<file path="src/rtl/instr_mem_loader_pkg.sv">
// loader_pkg: shared loader state encoding and frame layout constants
package loader_pkg;
  typedef enum logic [3:0] {IDLE, CNT_LO, CNT_HI, B0, B1, B2, WRITE, CHK, DONE, ERR} state_e;
  localparam int BYTES_PER_WORD = 3;
  localparam int CNT_BYTES = 2;
endpackage

</file>
<file path="src/rtl/instr_mem_loader_if.sv">
// loader_if: byte stream in, instruction-memory write port and status out
//   master: stream source / controller (drives start, in_valid, in_data)
//   slave : the loader (drives in_ready, im_*, cpu_hold, done, err)
interface loader_if #(
  parameter int ADDR_W  = 12,
  parameter int INSTR_W = 19
);
  logic               start;
  logic               in_valid;
  logic [7:0]         in_data;
  logic               in_ready;
  logic               im_we;
  logic [ADDR_W-1:0]  im_addr;
  logic [INSTR_W-1:0] im_wdata;
  logic               cpu_hold;
  logic               done;
  logic               err;
  modport master (
    output start, in_valid, in_data,
    input  in_ready, im_we, im_addr, im_wdata, cpu_hold, done, err
  );
  modport slave (
    input  start, in_valid, in_data,
    output in_ready, im_we, im_addr, im_wdata, cpu_hold, done, err
  );
endinterface

</file>
<file path="src/rtl/instr_mem_loader_xor_checksum_8.sv">
// xor_checksum_8: registered running XOR of accepted bytes
//   clear_i has priority over en_i; sum_o is the XOR of all bytes since the last clear.
module xor_checksum_8 (
  input  logic       clk,
  input  logic       rst,
  input  logic       clear_i,
  input  logic       en_i,
  input  logic [7:0] byte_i,
  output logic [7:0] sum_o
);
  logic [7:0] sum_q;
  always_ff @(posedge clk or negedge rst)
    if (!rst) sum_q <= '0;
    else if (clear_i) sum_q <= '0;
    else if (en_i) sum_q <= sum_q ^ byte_i;
  assign sum_o = sum_q;
endmodule

</file>
<file path="src/rtl/instr_mem_loader.sv">
// instr_mem_loader: loads a framed byte stream into instruction memory and gates CPU reset
//   clk, rst (async, active-low); bus: loader_if.slave carrying the stream handshake,
//   the instruction-memory write port and cpu_hold/done/err status.
module instr_mem_loader
  import loader_pkg::*;
#(
  parameter int ADDR_W    = 12,
  parameter int INSTR_W   = 19,
  parameter int MAX_WORDS = 4096
) (
  input logic     clk,
  input logic     rst,
  loader_if.slave bus
);
  // Word count and index are one bit wider than the address so MAX_WORDS itself is expressible.
  localparam int CW = ADDR_W + 1;
  state_e             state_q, state_d;
  logic [7:0]         cnt_lo_q, b0_q, b1_q, sum;
  logic [CW-1:0]      cnt_q, idx_q, n_in;
  logic [ADDR_W-1:0]  addr_q;
  logic [INSTR_W-1:0] wdata_q, word;
  logic               rdy_q, acc, go, bad_hi;
  assign acc    = bus.in_valid && rdy_q;
  assign go     = bus.start && (state_q inside {IDLE, DONE, ERR});
  assign n_in   = {bus.in_data[CW-9:0], cnt_lo_q};
  assign word   = {bus.in_data[INSTR_W-17:0], b1_q, b0_q};
  // Bits of B2 above the instruction word must be zero.
  assign bad_hi = (bus.in_data >> (INSTR_W - 16)) != 8'd0;
  always_comb begin
    state_d = state_q;
    case (state_q)
      IDLE, DONE, ERR: state_d = go ? CNT_LO : state_q;
      CNT_LO: state_d = acc ? CNT_HI : state_q;
      CNT_HI: state_d = !acc ? state_q : n_in > CW'(MAX_WORDS) ? ERR : n_in == '0 ? CHK : B0;
      B0:     state_d = acc ? B1 : state_q;
      B1:     state_d = acc ? B2 : state_q;
      B2:     state_d = !acc ? state_q : bad_hi ? ERR : WRITE;
      WRITE:  state_d = idx_q + CW'(1) == cnt_q ? CHK : B0;
      CHK:    state_d = !acc ? state_q : bus.in_data == sum ? DONE : ERR;
      default: state_d = IDLE;
    endcase
  end
  always_ff @(posedge clk or negedge rst)
    if (!rst) begin
      state_q  <= IDLE;
      rdy_q    <= 1'b0;
      cnt_lo_q <= '0;
      b0_q     <= '0;
      b1_q     <= '0;
      cnt_q    <= '0;
      idx_q    <= '0;
      addr_q   <= '0;
      wdata_q  <= '0;
    end else begin
      state_q <= state_d;
      rdy_q   <= state_d inside {CNT_LO, CNT_HI, B0, B1, B2, CHK};
      if (acc && state_q == CNT_LO) cnt_lo_q <= bus.in_data;
      if (acc && state_q == CNT_HI) cnt_q <= n_in;
      if (acc && state_q == B0) b0_q <= bus.in_data;
      if (acc && state_q == B1) b1_q <= bus.in_data;
      // Address and data are captured on entry to WRITE and then held until the next word.
      if (state_d == WRITE) begin
        addr_q  <= idx_q[ADDR_W-1:0];
        wdata_q <= word;
      end
      idx_q <= go ? '0 : state_q == WRITE ? idx_q + CW'(1) : idx_q;
    end
  xor_checksum_8 u_chk (
    .clk     (clk),
    .rst     (rst),
    .clear_i (go),
    .en_i    (acc && state_q != CHK),
    .byte_i  (bus.in_data),
    .sum_o   (sum)
  );
  assign bus.in_ready = rdy_q;
  assign bus.im_we    = state_q == WRITE;
  assign bus.im_addr  = addr_q;
  assign bus.im_wdata = wdata_q;
  assign bus.done     = state_q == DONE;
  assign bus.err      = state_q == ERR;
  assign bus.cpu_hold = state_q != DONE;
endmodule

</file>
<file path="src/flat_wrapper.sv">
// flat-port wrapper written by rule: the top's interface ports become plain ports
module instr_mem_loader_flat import loader_pkg::*;
#(
  parameter int ADDR_W    = 12,
  parameter int INSTR_W   = 19,
  parameter int MAX_WORDS = 4096
)
  (clk, rst, bus_start, bus_in_valid, bus_in_data, bus_in_ready, bus_im_we, bus_im_addr, bus_im_wdata, bus_cpu_hold, bus_done, bus_err);
  loader_if #(.ADDR_W(ADDR_W), .INSTR_W(INSTR_W)) bus_i ();
  input logic clk;
  input logic rst;
  input wire logic [$bits(bus_i.start)-1:0] bus_start;
  input wire logic [$bits(bus_i.in_valid)-1:0] bus_in_valid;
  input wire logic [$bits(bus_i.in_data)-1:0] bus_in_data;
  output wire logic [$bits(bus_i.in_ready)-1:0] bus_in_ready;
  output wire logic [$bits(bus_i.im_we)-1:0] bus_im_we;
  output wire logic [$bits(bus_i.im_addr)-1:0] bus_im_addr;
  output wire logic [$bits(bus_i.im_wdata)-1:0] bus_im_wdata;
  output wire logic [$bits(bus_i.cpu_hold)-1:0] bus_cpu_hold;
  output wire logic [$bits(bus_i.done)-1:0] bus_done;
  output wire logic [$bits(bus_i.err)-1:0] bus_err;
  assign bus_i.start = bus_start;
  assign bus_i.in_valid = bus_in_valid;
  assign bus_i.in_data = bus_in_data;
  assign bus_in_ready = bus_i.in_ready;
  assign bus_im_we = bus_i.im_we;
  assign bus_im_addr = bus_i.im_addr;
  assign bus_im_wdata = bus_i.im_wdata;
  assign bus_cpu_hold = bus_i.cpu_hold;
  assign bus_done = bus_i.done;
  assign bus_err = bus_i.err;
  instr_mem_loader #(.ADDR_W(ADDR_W), .INSTR_W(INSTR_W), .MAX_WORDS(MAX_WORDS)) u_core (.clk(clk), .rst(rst), .bus(bus_i));
endmodule
</file>
<file path="config.mk">
export PLATFORM = sky130hd
export DESIGN_NAME = instr_mem_loader_flat
export DESIGN_NICKNAME = d
export VERILOG_FILES = /design/src/rtl/instr_mem_loader_pkg.sv /design/src/rtl/instr_mem_loader_if.sv /design/src/rtl/instr_mem_loader_xor_checksum_8.sv /design/src/rtl/instr_mem_loader.sv /design/src/flat_wrapper.sv
export SDC_FILE = /design/constraint.sdc
export NUM_CORES = 1
export LEC_CHECK = 0
export ABC_AREA = 1
export CAP_MARGIN = 10
export CORE_AREA = 2 2 102 104
export CTS_CLUSTER_DIAMETER = 150
export DETAILED_ROUTE_END_ITERATION = 8
export DIE_AREA = 0 0 104 106
export PLACE_DENSITY = 0.74
export SKIP_LAST_GASP = 1
export SYNTH_ARGS = -nofsm -noshare
export SYNTH_HDL_FRONTEND = slang
export SYNTH_SLANG_ARGS = --single-unit
</file>
<file path="constraint.sdc">
create_clock -name clk -period 2.14 [get_ports clk]
set_input_delay 0.535 -clock clk [delete_from_list [all_inputs] [get_ports clk]]
set_output_delay 0.535 -clock clk [all_outputs]
set_load 0.02 [all_outputs]
</file>
### Word level (Yosys, flattened, before mapping)

Index checks and enable logic that the tools add are counted.

* add/subtract/negate cells: 1
* multiply operators: 0
* divide/modulo/power cells: 0
* order comparisons: 1
* equal/unequal tests: 20
* shift-type cells: 0
* muxes and demuxes: 17
* bitwise operators: 1
* reduce and logical (&&, ||, !) cells: 15

Operators with widths (number)
* $mux W4: 9
* $eq A4 B3 Y1 const B: 8
* $pmux W4 S8: 1
* $mux W13: 2
* $eq A4 B2 Y1 const B: 4
* $mux W8: 2
* $add A13 B1 Y13 const B: 1
* $eq A13 B13 Y1: 1
* $gt A13 B13 Y1 const B: 1
* $logic_not A13 Y1: 1
* $eq A4 B1 Y1 const B: 2
* $eq A4 B4 Y1 const B: 2
* $eq A8 B8 Y1: 1
* $reduce_bool A8 Y1: 1
* $xor A8 B8 Y8: 1
* $logic_and A1 B1 Y1: 7
* $mux W3: 2
* $reduce_bool A6 Y1: 1
* $logic_not A4 Y1: 1
* $ne A4 B3 Y1 const B: 1
* $ne A4 B4 Y1 const B: 1
* $reduce_bool A2 Y1: 2
* $reduce_bool A3 Y1: 1
* $reduce_or A3 Y1: 1
* $mux W1: 1

* bits in registers: 94
* bits in latches: 0
* RAM bits: 0
* ROM bits: 0
* input port bits: 12
* output and inout port bits: 36
* word-level logic and storage cells: 65
* memories: 0

### Logic depth before layout (Yosys ltp)

* word-level depth: 7
* gate-level depth with buffers: 15
* depth with buffers taken out: 15

### Cells and area by module

From an unflattened synthesis, not the netlist that was laid out.

* cell total of the unflattened synthesis: 524
* area, all modules: 4420.5 µm²

By module, submodules not included
* instr_mem_loader: instances 1, cells an instance 481, area each 4038.9 µm², sequential area each 2152.1 µm²
* xor_checksum_8: instances 1, cells an instance 43, area each 381.6 µm², sequential area each 200.2 µm²

### Worst setup path before layout

OpenSTA, ideal clock, no wires.

* kind: input to register
* start: input bus_in_valid
* end: register u_core.wdata_q[12] (netlist: u_core.bus.im_wdata[12])
* library setup time: 125 ps
* arrival: 1678 ps
* required time: 2015 ps
* slack: 337 ps
* cell stages on the path: 6
* buffers on the path: 1
* cell sequence: nand2_1 inv_1 nor2_1 o21ai_2 buf_2 mux2_2

* word-level cells in the longest chain between the ends: 4
* elaborated cells on any way between the ends: 9
* classes of those cells: eq/ne: 1; mux: 7; reduce/logical: 1

RTL lines
* from (decl): RTL line flat_wrapper.sv:13 `input wire logic [$bits(bus_i.in_valid)-1:0] bus_in_valid;`
* $logic_and A1 B1 Y1 *: RTL line instr_mem_loader.sv:23 `assign acc = bus.in_valid && rdy_q;`
* $mux W4 (tied with other cells): RTL line instr_mem_loader.sv:39 `CHK: state_d = !acc ? state_q : bus.in_data == sum ? DONE : ERR;`
* $pmux W4 S8 *: RTL line instr_mem_loader.sv:31 `case (state_q)`
* $eq A4 B3 Y1 *: RTL line instr_mem_loader.sv:62 `if (state_d == WRITE) begin`
* to (signal assigned): RTL line instr_mem_loader.sv:64 `wdata_q <= word;`
* to (decl): RTL line instr_mem_loader.sv:21 `logic [INSTR_W-1:0] wdata_q, word;`

Every way passes the cells marked *; elsewhere a longest branch is shown, timed or not.
A chain may end at the register's enable or synchronous reset.

### Final worst setup path

* start: register u_core.idx_q[1]
* end: register u_core.rdy_q (netlist: u_core.bus.in_ready)

* word-level cells in the longest chain between the ends: 6
* elaborated cells on any way between the ends: 11
* classes of those cells: add/sub: 1; eq/ne: 7; mux: 2; reduce/logical: 1

RTL lines
* from (decl): RTL line instr_mem_loader.sv:19 `logic [CW-1:0] cnt_q, idx_q, n_in;`
* from (signal assigned): RTL line instr_mem_loader.sv:66 `idx_q <= go ? '0 : state_q == WRITE ? idx_q + CW'(1) : idx_q;`
* $add A13 B1 Y13 *: RTL line instr_mem_loader.sv:38 `WRITE: state_d = idx_q + CW'(1) == cnt_q ? CHK : B0;`
* $eq A13 B13 Y1 *: RTL line instr_mem_loader.sv:38
* $mux W3 *: RTL line instr_mem_loader.sv:38
* $pmux W4 S8 *: RTL line instr_mem_loader.sv:31
* $eq A4 B1 Y1 (tied with other cells): RTL line instr_mem_loader.sv:56 `rdy_q <= state_d inside {CNT_LO, CNT_HI, B0, B1, B2, CHK};`
* $reduce_bool A6 Y1 *: RTL line instr_mem_loader.sv:56
* to (signal assigned): RTL line instr_mem_loader.sv:56
* to (decl): RTL line instr_mem_loader.sv:22 `logic rdy_q, acc, go, bad_hi;`

Marks and branches as above.

==> impl_results.html <==
<table>
<tr><th>Metric</th><th>Value</th></tr>
<tr><th colspan="2">Synthesis</th></tr>
<tr><td>Library cells used by synthesis</td><td>30</td></tr>
<tr><td>Register bit count reported by yosys</td><td>94</td></tr>
<tr><td>Average cell area after synthesis</td><td>roughly 8.4 um2</td></tr>
<tr><td>Instance count of the mapped netlist</td><td>522</td></tr>
<tr><td>Share of async-settable or async-resettable flops after synthesis</td><td>100%</td></tr>
<tr><td>Leading register cell type out of synthesis</td><td>sky130_fd_sc_hd__dfrtp_1</td></tr>
<tr><td>Fraction of the yosys area taken by sequential cells</td><td>between 50% and 60%</td></tr>
<tr><td>Mapped Area</td><td>between 0.004 and 0.005 mm2</td></tr>
<tr><td>Yosys warning count</td><td>0</td></tr>
<tr><td>Number of flops mapped to enable cells by yosys</td><td>0</td></tr>
<tr><td>Post-Syn Nets</td><td>535</td></tr>
<tr><th colspan="2">Timing</th></tr>
<tr><td>Time the worst path needs with I/O delays and setup</td><td>2.05 ns</td></tr>
<tr><td>Clk_skew</td><td>0.0120 ns</td></tr>
<tr><td>Maximum achievable frequency</td><td>488 MHz</td></tr>
<tr><td>Count of final hold-check violations</td><td>0</td></tr>
<tr><td>Unrepaired setup endpoints after global routing</td><td>yes</td></tr>
<tr><td>Smallest hold slack</td><td>0.0341 ns</td></tr>
<tr><td>Max-slew headroom</td><td>68.9%</td></tr>
<tr><td>Setup TNS after final layout</td><td>0 ns</td></tr>
<tr><td>Final period util</td><td>95.7%</td></tr>
<tr><td>Least-Margin Pin Slew</td><td>0.462 ns</td></tr>
<tr><td>Worst Slack Setup Final</td><td>0.0912 ns</td></tr>
<tr><td>Final count of negative-setup-slack endpoints</td><td>0</td></tr>
<tr><td>Number of max-slew violations in the final report</td><td>0</td></tr>
<tr><th colspan="2">Worst setup path</th></tr>
<tr><td>CP Capture Type</td><td>register</td></tr>
<tr><td>Reg-to-reg setup timing slack</td><td>0.09 ns</td></tr>
<tr><td>Critical-path maximum fanout</td><td>4</td></tr>
<tr><td>Origin of the critical flop-to-flop path</td><td>u_core.idx_q[1]</td></tr>
<tr><td>Worst setup path endpoint</td><td>u_core.bus.in_ready</td></tr>
<tr><td>Critical register-to-register path endpoint</td><td>u_core.bus.in_ready</td></tr>
<tr><td>CP startpoint</td><td>u_core.idx_q[1]</td></tr>
<tr><td>Category of the most critical setup path</td><td>register to register</td></tr>
<tr><td>Data arrival time of the critical path</td><td>2.30 ns</td></tr>
<tr><td>Reg2reg path depth</td><td>14</td></tr>
<tr><td>Type of element launching the critical path</td><td>register</td></tr>
<tr><td>Required time of the worst setup path</td><td>2.39 ns</td></tr>
<tr><th colspan="2">Clocking</th></tr>
<tr><td>Number of levels the H-tree was split into</td><td>3</td></tr>
<tr><td>Max Buffers Root-to-Sink</td><td>2</td></tr>
<tr><td>TritonCTS Sinks</td><td>94</td></tr>
<tr><td>Clock latency at the later pin of the worst-skew pair</td><td>0.37 ns</td></tr>
<tr><td>Number of buffers created by CTS</td><td>9</td></tr>
<tr><td>Clk Tree Root Cell</td><td>sky130_fd_sc_hd__clkbuf_8</td></tr>
<tr><td>Reg clk slew, reported paths</td><td>0.10 ns</td></tr>
<tr><td>Quantity of hold-fixing buffers added after cts</td><td>0</td></tr>
<tr><td>CTS tree</td><td>done</td></tr>
<tr><th colspan="2">Cells and area</th></tr>
<tr><td>Count of inserted antenna diode cells</td><td>0</td></tr>
<tr><td>Post-layout instance count excluding filler cells</td><td>750</td></tr>
<tr><td>Register Area</td><td>0.00235 mm2</td></tr>
<tr><td>Final core occ</td><td>55.0%</td></tr>
<tr><td>Final #Nets</td><td>622</td></tr>
<tr><td>Fraction of final layout cells sized beyond drive strength 1</td><td>15.8%</td></tr>
<tr><td>Most frequent cells in the layout</td><td>sky130_fd_sc_hd__nand2_1, sky130_fd_sc_hd__dfrtp_1, sky130_fd_sc_hd__o21ai_0</td></tr>
<tr><td>Multi-input gate area</td><td>0.00176 mm2</td></tr>
<tr><td>Layout Cell Area excl Fill</td><td>approximately 0.0055 mm2</td></tr>
<tr><td>FILL cells</td><td>960</td></tr>
<tr><td>Synth-to-layout area growth</td><td>25.2%</td></tr>
<tr><td>Most common cell after layout, fill and taps aside</td><td>sky130_fd_sc_hd__nand2_1</td></tr>
<tr><th colspan="2">Routing</th></tr>
<tr><td>Post-Route M1 WL</td><td>4660 um</td></tr>
<tr><td>Via density per instance</td><td>around 5</td></tr>
<tr><td>DR vias</td><td>3746</td></tr>
<tr><td>Routed wire per std cell</td><td>13.8 um</td></tr>
<tr><td>Met3 wirelength from detailed routing</td><td>359 um</td></tr>
<tr><td>Met2 wire length</td><td>between 5000 and 6000 um</td></tr>
<tr><td>DR top layer</td><td>met4</td></tr>
<tr><td>Sum of routed wire length over all layers</td><td>10300 um</td></tr>
<tr><td>DRC violations left</td><td>0</td></tr>
<tr><td>Detailed-routing iteration count for the pre-antenna-repair pass</td><td>4</td></tr>
<tr><td>First-iteration detailed-routing DRC count</td><td>203</td></tr>
<tr><td>Final ANT Viol Nets</td><td>0</td></tr>
<tr><th colspan="2">Die</th></tr>
<tr><td>X dimension of the die</td><td>approximately 100 um</td></tr>
<tr><td>Die area</td><td>0.0110 mm2</td></tr>
<tr><td>Number of core rows</td><td>37</td></tr>
<tr><td>Core Area</td><td>0.0100 mm2</td></tr>
<tr><td>Initial Util</td><td>43.9%</td></tr>
<tr><td>Top-level I/O count</td><td>between 40 and 50</td></tr>
<tr><td>Die Y</td><td>106 um</td></tr>
<tr><th colspan="2">Hold path</th></tr>
<tr><td>Path class of the lowest-slack min-delay path</td><td>input pin to asynchronous set/reset pin</td></tr>
<tr><th colspan="2">Global route</th></tr>
<tr><td>Sum of overflow across all layers after global routing</td><td>0</td></tr>
<tr><td>Vias in the first global route</td><td>between 3000 and 4000</td></tr>
<tr><td>Number of antenna violations at the first check in global routing</td><td>0</td></tr>
<tr><td>Largest net degree at the start of global routing</td><td>55</td></tr>
<tr><td>Total Routing Usage GR</td><td>19.8%</td></tr>
<tr><td>Global-route wire length before repair</td><td>17500 um</td></tr>
<tr><th colspan="2">Run status</th></tr>
<tr><td>Result of the run</td><td>complete, no violations</td></tr>
<tr><th colspan="2">Run</th></tr>
<tr><td>Number of maximum-capacitance constraint violations</td><td>0</td></tr>
<tr><th colspan="2">Power and ir drop</th></tr>
<tr><td>Total power per unit cell area</td><td>1190 mW/mm2</td></tr>
<tr><td>Leakage</td><td>between 2 and 3 nW</td></tr>
<tr><td>Total chip power</td><td>about 6.5 mW</td></tr>
<tr><td>Highest ir drop seen on vdd</td><td>roughly 0.0006 V</td></tr>
<tr><th colspan="2">Placement</th></tr>
<tr><td>Placement-stage worst setup slack</td><td>-0.184 ns</td></tr>
<tr><td>Weighted congestion reported at the end of routability-driven placement</td><td>approximately 0.92</td></tr>
<tr><td>Area after detailed placement</td><td>0.00531 mm2</td></tr>
<tr><td>IO Port Bufs</td><td>47</td></tr>
<tr><td>Dpl hpwl</td><td>~7600 um</td></tr>
<tr><td>Cell count after placement</td><td>732</td></tr>
</table>
[cells in the mapped netlist (4+ instances only)]
cell type,number,area (um2)
sky130_fd_sc_hd__a21oi_1,4,20.0
sky130_fd_sc_hd__clkbuf_1,11,41.3
sky130_fd_sc_hd__dfrtp_1,94,2350
sky130_fd_sc_hd__inv_1,58,218
sky130_fd_sc_hd__mux2_2,8,90.1
sky130_fd_sc_hd__nand2_1,136,510
sky130_fd_sc_hd__nand2_2,4,25.0
sky130_fd_sc_hd__nand3_1,38,190
sky130_fd_sc_hd__nand4_1,7,43.8
sky130_fd_sc_hd__nor2_1,33,124
sky130_fd_sc_hd__nor2_2,5,31.3
sky130_fd_sc_hd__nor2_4,4,45.0
sky130_fd_sc_hd__nor3_1,4,20.0
sky130_fd_sc_hd__o21ai_0,78,390
sky130_fd_sc_hd__o22ai_1,7,43.8
sky130_fd_sc_hd__xnor2_1,6,52.6
[cells by family (layout without fill, tap and decap cells)]
| group | Yosys count | in the layout | share of synthesized area [%] |
|---|---|---|---|
| xor gates and xnor gates | 8 | 8 | 1.60 |
| AOI/OAI and AO/OA | 94 | 94 | 11.3 |
| DFF | 94 | 94 | 53.6 |
| adders and majority gates | 1 | 1 | 0.285 |
| muxes | 8 | 8 | 2.05 |
| and+or+nand+nor | 241 | 241 | 24.5 |
| buffers and inverters | 76 | 168 | 6.72 |
[how the worst min path moves through the flow]
stage	startpoint	end	cells past startpoint
2_1_floorplan	rst	u_core.b0_q[0]	0
3_3_place_gp	rst	u_core.bus.im_addr[3]	1
6_report	rst	u_core.bus.im_addr[3]	1
3_5_place_dp	rst	u_core.bus.im_addr[3]	1
4_1_cts	rst	u_core.bus.im_addr[3]	1
5_1_grt	rst	u_core.bus.im_addr[3]	1
[critical path: stages, from the launching register on]
cell	delay (ns)
sky130_fd_sc_hd__dfrtp_1	0.41
sky130_fd_sc_hd__ha_1	0.25
sky130_fd_sc_hd__nand3_2	0.17
sky130_fd_sc_hd__nor2_4	0.16
sky130_fd_sc_hd__nand2_1	0.06
sky130_fd_sc_hd__nand2_1	0.11
sky130_fd_sc_hd__nor2_1	0.05
sky130_fd_sc_hd__nor2_1	0.09
sky130_fd_sc_hd__nand3_1	0.07
sky130_fd_sc_hd__nor2_1	0.10
sky130_fd_sc_hd__nand3_1	0.16
sky130_fd_sc_hd__nand3_1	0.11
sky130_fd_sc_hd__nand2_1	0.05
sky130_fd_sc_hd__nor2_1	0.09
sky130_fd_sc_hd__nor2_1	0.04
[state kept, by name (all words and copies together) (netlist names), 8 cells and up]
name and count:
u_core.cnt_lo_q 8, u_core.cnt_q 13, u_core.idx_q 13, u_core.b0_q 8, u_core.bus.im_addr 12, u_core.b1_q 8, u_core.u_chk.sum_o 8, u_core.bus.im_wdata 19
[report_power, final]
part	internal, mW	switching (mW)	leakage, nW
combinational	1.11	1.48	1.24
sequential	2.42	0.383	1.24
clock	0.449	0.688	0.0949
[final cells by class]
class	instances	share of cell area (%)
clock inverter	7	1.21
inverter	62	4.23
tap	136	3.09
sequential	94	42.8
clock buffer	9	2.25
timing repair buffer	90	14.5
multi-input combinational	352	32.0
[routing by layer]
layer / up-vias / GRT usage, %
met5: - / 0
met4: 0 / 8.30
met3: 15 / 2.88
met2: 69 / 34.2
met1: 1789 / 25.1
li1: 1873 / -
[repair_timing]
item,CTS,global route
setup buffers,0,2
resized for setup,7,9
pin swaps,0,1
endpoints found under the setup margin,4,5
Note: power is estimated with default switching activity, not from simulation.
